==> config.mk <==
export PLATFORM = sky130hd
export DESIGN_NAME = receiver_interface_framing_guard
export DESIGN_NICKNAME = d
export VERILOG_FILES = /design/src/rtl/receiver_interface_pkg.sv /design/src/rtl/receiver_interface_sat_counter.sv /design/src/rtl/receiver_interface_framing_guard.sv
export SDC_FILE = /design/constraint.sdc
export NUM_CORES = 1
export LEC_CHECK = 0
export ABC_CLOCK_PERIOD_IN_PS = 4600
export CORE_AREA = 2 2 106 150
export CTS_CLUSTER_SIZE = 24
export DETAILED_ROUTE_END_ITERATION = 10
export DIE_AREA = 0 0 108 152
export GPL_TIMING_DRIVEN = 1
export PLACE_DENSITY = 0.75
export RECOVER_POWER = 25
export SYNTH_ARGS = -nofsm -noshare
export SYNTH_HDL_FRONTEND = slang
export SYNTH_SLANG_ARGS = --single-unit
==> constraint.sdc <==
create_clock -name clk_net -period 4.6 [get_ports clk_net]
set_input_delay 0.92 -clock clk_net [delete_from_list [all_inputs] [get_ports clk_net]]
set_output_delay 0.92 -clock clk_net [all_outputs]
set_load 0.02 [all_outputs]
==> src/rtl/receiver_interface_pkg.sv <==
// ---------------------------------------------------------------------------
// Package : receiver_interface_pkg
// Shared types and helpers for the receive-side framing guard.
// Rev 1.0
// ---------------------------------------------------------------------------
`default_nettype none

package receiver_interface_pkg;

  localparam int BEAT_BYTES = 8;

  typedef enum logic [1:0] {
    IDLE    = 2'd0,
    IN_PKT  = 2'd1,
    DISCARD = 2'd2
  } state_t;

  typedef struct packed {
    logic        sop;
    logic        eop;
    logic [2:0]  length;
    logic [63:0] data;
  } beat_t;

  // Bytes carried by one beat: full width unless it is the closing beat.
  function automatic logic [3:0] beat_nbytes(input logic eop, input logic [2:0] length);
    return eop ? ({1'b0, length} + 4'd1) : 4'(BEAT_BYTES);
  endfunction

endpackage

`default_nettype wire

==> src/rtl/receiver_interface_sat_counter.sv <==
// ---------------------------------------------------------------------------
// Module : receiver_interface_sat_counter
// Event counter that sticks at all-ones instead of wrapping.
// Rev 1.0
// ---------------------------------------------------------------------------
`default_nettype none

module receiver_interface_sat_counter #(
  parameter int W = 16
) (
  input  logic         inc,
  input  logic         clk_net,
  input  logic         rst_n,
  output logic [W-1:0] count
);

  logic [W-1:0] r_count;

  always_ff @(posedge clk_net) begin
    if (!rst_n) begin
      r_count <= '0;
    end else if (inc && (r_count != {W{1'b1}})) begin
      r_count <= r_count + W'(1);
    end
  end

  assign count = r_count;

endmodule

`default_nettype wire

==> src/rtl/receiver_interface_framing_guard.sv <==
// ---------------------------------------------------------------------------
// Module : receiver_interface_framing_guard
// Sanitises the raw beat stream into well-formed, length-bounded packets.
// Rev 1.0
// ---------------------------------------------------------------------------
`default_nettype none

module receiver_interface_framing_guard
  import receiver_interface_pkg::*;
#(
  parameter int MAX_PACKET_LEN = 1500,
  parameter int TIMEOUT_CYC    = 64,
  parameter int CNT_W          = 16,
  parameter int BC_W           = $clog2(MAX_PACKET_LEN + 1)
) (
  input  logic             clk_net,
  input  logic             rst_n,
  input  logic             in_valid,
  input  logic             in_sop,
  input  logic             in_eop,
  input  logic [2:0]       in_length,
  input  logic [63:0]      in_data,
  output logic             out_valid,
  output logic             out_sop,
  output logic             out_eop,
  output logic [2:0]       out_length,
  output logic [63:0]      out_data,
  output logic             out_err,
  output logic [BC_W-1:0]  out_byte_count,
  output logic [CNT_W-1:0] good_pkt_cnt,
  output logic [CNT_W-1:0] err_pkt_cnt,
  output logic [CNT_W-1:0] drop_beat_cnt
);

  // Keep at least one spare bit above the byte-count width so bcnt+nb never wraps.
  localparam int BCNT_W = ((BC_W + 1) > 12) ? (BC_W + 1) : 12;
  localparam int IDLE_W = $clog2(TIMEOUT_CYC + 1);

  localparam logic [BCNT_W-1:0] c_max_len    = BCNT_W'(MAX_PACKET_LEN);
  localparam logic [BCNT_W-1:0] c_beat_bytes = BCNT_W'(BEAT_BYTES);
  localparam logic [IDLE_W-1:0] c_idle_last  = IDLE_W'(TIMEOUT_CYC - 1);

  state_t            r_state;
  logic [BCNT_W-1:0] r_bcnt;
  logic [IDLE_W-1:0] r_idle_cnt;

  logic              r_out_valid;
  beat_t             r_out;
  logic              r_out_err;
  logic [BC_W-1:0]   r_out_bc;

  beat_t             w_in_beat;
  logic [BCNT_W-1:0] w_nb;
  logic [BCNT_W-1:0] w_total;
  logic              w_over;
  logic              w_idle_expire;
  logic [2:0]        w_trunc_len;
  logic              w_good_inc;
  logic              w_err_inc;
  logic              w_drop_inc;

  assign w_in_beat     = '{sop: in_sop, eop: in_eop, length: in_length, data: in_data};
  assign w_nb          = BCNT_W'(beat_nbytes(in_eop, in_length));
  assign w_total       = r_bcnt + w_nb;
  // Landing exactly on the limit is only legal when this beat closes the packet.
  assign w_over        = (w_total > c_max_len) || ((w_total == c_max_len) && !in_eop);
  assign w_idle_expire = (r_idle_cnt == c_idle_last);
  assign w_trunc_len   = 3'(c_max_len - r_bcnt - BCNT_W'(1));

  always_comb begin
    w_good_inc = 1'b0;
    w_err_inc  = 1'b0;
    w_drop_inc = 1'b0;
    case (r_state)
      IDLE: begin
        if (in_valid && in_sop && in_eop) w_good_inc = 1'b1;
        if (in_valid && !in_sop)          w_drop_inc = 1'b1;
      end
      IN_PKT: begin
        if (in_valid) begin
          if (in_sop) begin
            w_err_inc  = 1'b1;
            w_drop_inc = 1'b1;
          end else if (w_over) begin
            w_err_inc  = 1'b1;
          end else if (in_eop) begin
            w_good_inc = 1'b1;
          end
        end else if (w_idle_expire) begin
          w_err_inc = 1'b1;
        end
      end
      DISCARD: begin
        if (in_valid) w_drop_inc = 1'b1;
      end
      default: ;
    endcase
  end

  always_ff @(posedge clk_net) begin
    if (!rst_n) begin
      r_state     <= IDLE;
      r_bcnt      <= '0;
      r_idle_cnt  <= '0;
      r_out_valid <= 1'b0;
      r_out       <= '0;
      r_out_err   <= 1'b0;
      r_out_bc    <= '0;
    end else begin
      r_out_valid <= 1'b0;
      r_out       <= '0;
      r_out_err   <= 1'b0;
      r_out_bc    <= '0;
      case (r_state)
        IDLE: begin
          if (in_valid && in_sop) begin
            r_out_valid <= 1'b1;
            r_out       <= w_in_beat;
            r_out_bc    <= BC_W'(w_nb);
            if (!in_eop) begin
              r_state    <= IN_PKT;
              r_bcnt     <= c_beat_bytes;
              r_idle_cnt <= '0;
            end
          end
        end
        IN_PKT: begin
          if (in_valid) begin
            r_idle_cnt <= '0;
            if (in_sop) begin
              // Synthetic close: zero pad byte, counted in the reported length.
              r_out_valid <= 1'b1;
              r_out.eop   <= 1'b1;
              r_out_err   <= 1'b1;
              r_out_bc    <= BC_W'(r_bcnt + BCNT_W'(1));
              r_state     <= in_eop ? IDLE : DISCARD;
            end else if (w_over) begin
              r_out_valid  <= 1'b1;
              r_out.data   <= in_data;
              r_out.eop    <= 1'b1;
              r_out.length <= w_trunc_len;
              r_out_err    <= 1'b1;
              r_out_bc     <= BC_W'(c_max_len);
              r_state      <= in_eop ? IDLE : DISCARD;
            end else begin
              r_out_valid <= 1'b1;
              r_out       <= w_in_beat;
              r_out_bc    <= BC_W'(w_total);
              if (in_eop) r_state <= IDLE;
              else        r_bcnt  <= w_total;
            end
          end else if (w_idle_expire) begin
            r_out_valid <= 1'b1;
            r_out.eop   <= 1'b1;
            r_out_err   <= 1'b1;
            r_out_bc    <= BC_W'(r_bcnt + BCNT_W'(1));
            r_idle_cnt  <= '0;
            r_state     <= IDLE;
          end else begin
            r_idle_cnt <= r_idle_cnt + IDLE_W'(1);
          end
        end
        DISCARD: begin
          if (in_valid && in_eop) r_state <= IDLE;
        end
        default: r_state <= IDLE;
      endcase
    end
  end

  assign out_valid      = r_out_valid;
  assign out_sop        = r_out.sop;
  assign out_eop        = r_out.eop;
  assign out_length     = r_out.length;
  assign out_data       = r_out.data;
  assign out_err        = r_out_err;
  assign out_byte_count = r_out_bc;

  receiver_interface_sat_counter #(.W(CNT_W)) u_good_cnt (
    .inc     (w_good_inc),
    .clk_net (clk_net),
    .rst_n   (rst_n),
    .count   (good_pkt_cnt)
  );

  receiver_interface_sat_counter #(.W(CNT_W)) u_err_cnt (
    .inc     (w_err_inc),
    .clk_net (clk_net),
    .rst_n   (rst_n),
    .count   (err_pkt_cnt)
  );

  receiver_interface_sat_counter #(.W(CNT_W)) u_drop_cnt (
    .inc     (w_drop_inc),
    .clk_net (clk_net),
    .rst_n   (rst_n),
    .count   (drop_beat_cnt)
  );

endmodule

`default_nettype wire

==> impl_results.md <==
* Unrepaired setup endpoints after global routing: false
* Sequential cell area fraction in the yosys report at 45.3%
* Most used flip-flop cell after synthesis: sky130_fd_sc_hd__dfxtp_1
* Antenna-violating nets left at 0
* Status: completed
* Setup slack of the most critical reg-to-reg path at 1.11 ns
* Number of antenna repair diodes at 0
* Number of placed I/O pins at 202
* Worst slew margin at 25.0%
* Worst-case clock skew at 0.0194 ns
* Via count of the first global-routing pass at about 6100
* Final worst-path setup slack at 0.404 ns
* Maximum number of pins on one net before global-route repair at 50
* Initial DRT Pass Iterations at 5
* Final number of max-transition violations at 0
* Initial antenna violation count at 0
* Post-layout nets at 1048
* Final weighted congestion of routability-driven global placement at ~0.96
* Setup TNS at 0 ns
* Worst hold path class: reg2reg
* Seq. cell area at 3020 sq um
* Iteration-0 DRC Markers at 278
* Fill count at 1293
* Die Footprint at approximately 16000 sq um
* Global-route total usage across every layer at 23.9%
* Syn avg cell area at 8.86 sq um
* Final Cycle Share at 91.2%
* Type of the worst setup path: in2reg
* Root Driver: sky130_fd_sc_hd__clkbuf_16
* Share of synthesized registers carrying an async set or reset at 0%
* Horiz. Die Dim at 108 um
* Commonest cells after routing, fill and taps aside: sky130_fd_sc_hd__dfxtp_1, sky130_fd_sc_hd__clkdlybuf4s50_1, sky130_fd_sc_hd__nand2_1
* Number of vias in the routed layout at 6311
* Placed wire-length estimate at 14200 um
* Yosys warning total at 0
* PortBufs at approximately 200
* Met3 wirelength from detailed routing at 1920 um
* Commonest non-fill, non-tap cell in the layout: sky130_fd_sc_hd__dfxtp_1
* Placement-stage worst setup slack at 0.00823 ns
* Leakage Power at between 0.003 and 0.004 uW
* Maximum achievable frequency at around 240 MHz
* Clock latency on the worst-skew pair at 0.42 ns
* Worst Hold Depth at 2
* Number of synthesized register bits at roughly 150
* Post-Synthesis Cells at 753
* Slew at the pin closest to its max-slew limit at 1.13 ns
* Crit path max fanout at 28
* R2r startpoint: r_bcnt[0]$_SDFFE_PN0P_
* Starting utilization of the core area at a little over two fifths
* Destination of the worst register-to-register timing path: u_err_cnt.count[7]$_SDFFE_PN0P_
* Number of synthesized flops with an enable pin at 0
* Area growth from synthesis to layout at 45.2%
* Core region area at ~15000 sq um
* Required time reported for the critical path endpoint at 4.95 ns
* Total wire length after detailed routing at 19400 um
* Hold violation count in the final report at 0
* Maximum buffer depth of the clock tree at 2
* Standard cell area after detailed placement at 9050 sq um
* Hold EP: r_idle_cnt[6]$_SDFFE_PN0P_
* Amount of wire on met2 after detailed routing at 9780 um
* Clock tree from TritonCTS: done
* Wire length of the first global-routing pass at between 30000 and 40000 um
* Mean number of vias per cell at 5.38
* Routed length on met1 at 7270 um
* Num rows at 54
* Final setup violation count at 0
* Highest metal used: met4
* Remaining global-route overflow at 0
* Post-synthesis instance area at roughly 6700 sq um
* Clock-pin slew of the registers on the worst-case setup and hold paths at approximately 0.06 ns
* Setup fix buffers added after clock tree synthesis at 0
* Data arrival time at the worst-slack endpoint at approximately 4.6 ns
* Number of DRC violations after detailed routing at 0
* Die Height at between 150 and 200 um
* Fraction of final layout cells sized beyond drive strength 1 at around 8.0%
* Max IR drop VDD at 0.279 mV
* Sort of element at the end of the critical path: flip-flop
* Number of H-tree branching levels at 4
* Area of combinational cells with multiple inputs at 3460 sq um
* Startpoint class of the critical path: input pin
* Path depth of the worst reg2reg path at 12
* CTS sink count at roughly 150
* Number of violations of the max-capacitance limit at 0
* Drt wl/cell at roughly 17 um
* Number of unique standard cell types used by synthesis at 64
* Post-Syn Nets at about 840
* Quantity of hold-fixing buffers added after cts at 0
* Critical hold path startpoint: r_idle_cnt[6]$_SDFFE_PN0P_
* Final critical-path required period at between 4 and 5 ns
* Non-Filler Cell Area, Final at 9690 sq um
* Post-cts gate resize count at 0
* Cell area power density at about 320 nW/um^2
* TritonCTS buffer count at 17
==> critical path, stage by stage <==
cell and delay [ns]:
sky130_fd_sc_hd__clkdlybuf4s50_1 0.44, sky130_fd_sc_hd__buf_4 0.15, sky130_fd_sc_hd__nor2_1 0.14, sky130_fd_sc_hd__ha_1 0.21, sky130_fd_sc_hd__fa_1 0.26, sky130_fd_sc_hd__nand4b_1 0.14
sky130_fd_sc_hd__mux2i_2 0.30, sky130_fd_sc_hd__o21ai_4 0.13, sky130_fd_sc_hd__or3_4 0.41, sky130_fd_sc_hd__a211oi_4 0.30, sky130_fd_sc_hd__o21a_2 0.23, sky130_fd_sc_hd__o21ai_4 0.08
sky130_fd_sc_hd__buf_12 0.16, sky130_fd_sc_hd__or4_1 0.51, sky130_fd_sc_hd__a21oi_1 0.16
==> stage by stage <==
step	utilization [%]	power, uW	instances	hold slack [ns]
final	63.7	3140	1174	0.473
after global routing	63.7	3250	1174	0.502
after CTS	63.8	3180	1174	0.470
after detailed placement	59.6	1660	1142	0.462
after global placement	59.6	1660	1142	0.453
after floorplan	-	1500	753	0.435
==> metal layers <==
metal | vias to the layer above | GRT usage, %
met5 | - | 0
met2 | 274 | 42.1
met3 | 34 | 9.18
met4 | 0 | 8.24
met1 | 2914 | 25.6
li1 | 3089 | -
==> final cells by class <==
cell class | instances | area share [%]
clock buffer | 18 | 4.43
clock inverter | 14 | 2.18
inverter | 15 | 0.581
multi-input combinational | 550 | 35.7
sequential | 151 | 31.2
tap | 196 | 2.53
timing repair buffer | 230 | 23.4
==> state kept, by name, indices dropped and copies added (netlist names), 2 cells and up <==
register	flops
out_data	64
u_drop_cnt.count	16
u_err_cnt.count	16
u_good_cnt.count	16
r_bcnt	12
out_byte_count	11
r_idle_cnt	7
out_length	3
r_state	2
==> how the worst max path moves through the flow <==
| stage | startpoint | end | cells after the start |
|---|---|---|---|
| final | in_length[0] | u_err_cnt.count[7]$_SDFFE_PN0P_ | 15 |
| after global placement | in_length[1] | u_err_cnt.count[11]$_SDFFE_PN0P_ | 14 |
| after CTS | in_length[1] | u_err_cnt.count[7]$_SDFFE_PN0P_ | 14 |
| after detailed placement | in_length[1] | u_err_cnt.count[7]$_SDFFE_PN0P_ | 14 |
| after floorplan | in_eop | u_err_cnt.count[10]$_SDFFE_PN0P_ | 15 |
| after global routing | in_eop | u_err_cnt.count[15]$_SDFFE_PN0P_ | 15 |
==> cells by family (layout without fill, tap and decap cells) <==
| logic type | Yosys count | in the layout | synth area share [%] |
|---|---|---|---|
| buffers and inverters | 52 | 277 | 3.11 |
| xor gates and xnor gates | 32 | 32 | 4.31 |
| DFF | 151 | 151 | 45.3 |
| and+or+nand+nor | 342 | 342 | 27.2 |
| AOI/OAI and AO/OA | 150 | 150 | 15.7 |
| adders and majority gates | 12 | 12 | 2.32 |
| muxes | 14 | 14 | 2.16 |
==> synth_stat cells (12+ instances only) <==
cell type / count / area (sq um)
sky130_fd_sc_hd__dfxtp_1: 151 / 3020
sky130_fd_sc_hd__nand2_1: 71 / 267
sky130_fd_sc_hd__and2_1: 67 / 419
sky130_fd_sc_hd__nor2_1: 52 / 195
sky130_fd_sc_hd__a21oi_1: 48 / 240
sky130_fd_sc_hd__nand3_1: 36 / 180
sky130_fd_sc_hd__clkbuf_1: 27 / 101
sky130_fd_sc_hd__o21ai_0: 23 / 115
sky130_fd_sc_hd__and3_1: 21 / 131
sky130_fd_sc_hd__nand2b_1: 18 / 113
sky130_fd_sc_hd__xnor2_1: 17 / 149
sky130_fd_sc_hd__nand4_1: 16 / 100
sky130_fd_sc_hd__inv_1: 15 / 56.3
sky130_fd_sc_hd__o31ai_1: 15 / 113
sky130_fd_sc_hd__or4_1: 14 / 105
sky130_fd_sc_hd__xor2_1: 14 / 123
sky130_fd_sc_hd__mux2i_1: 13 / 130
sky130_fd_sc_hd__or3_1: 12 / 75.1
==> power breakdown <==
part / internal [uW] / switching, uW / leakage (uW) / total [uW]
registers: 1330 / 11.9 / 0.00122 / 1350
clock network: 927 / 588 / 0.000304 / 1520
logic: 138 / 140 / 0.00220 / 278
(Power assumes the default switching activity.)
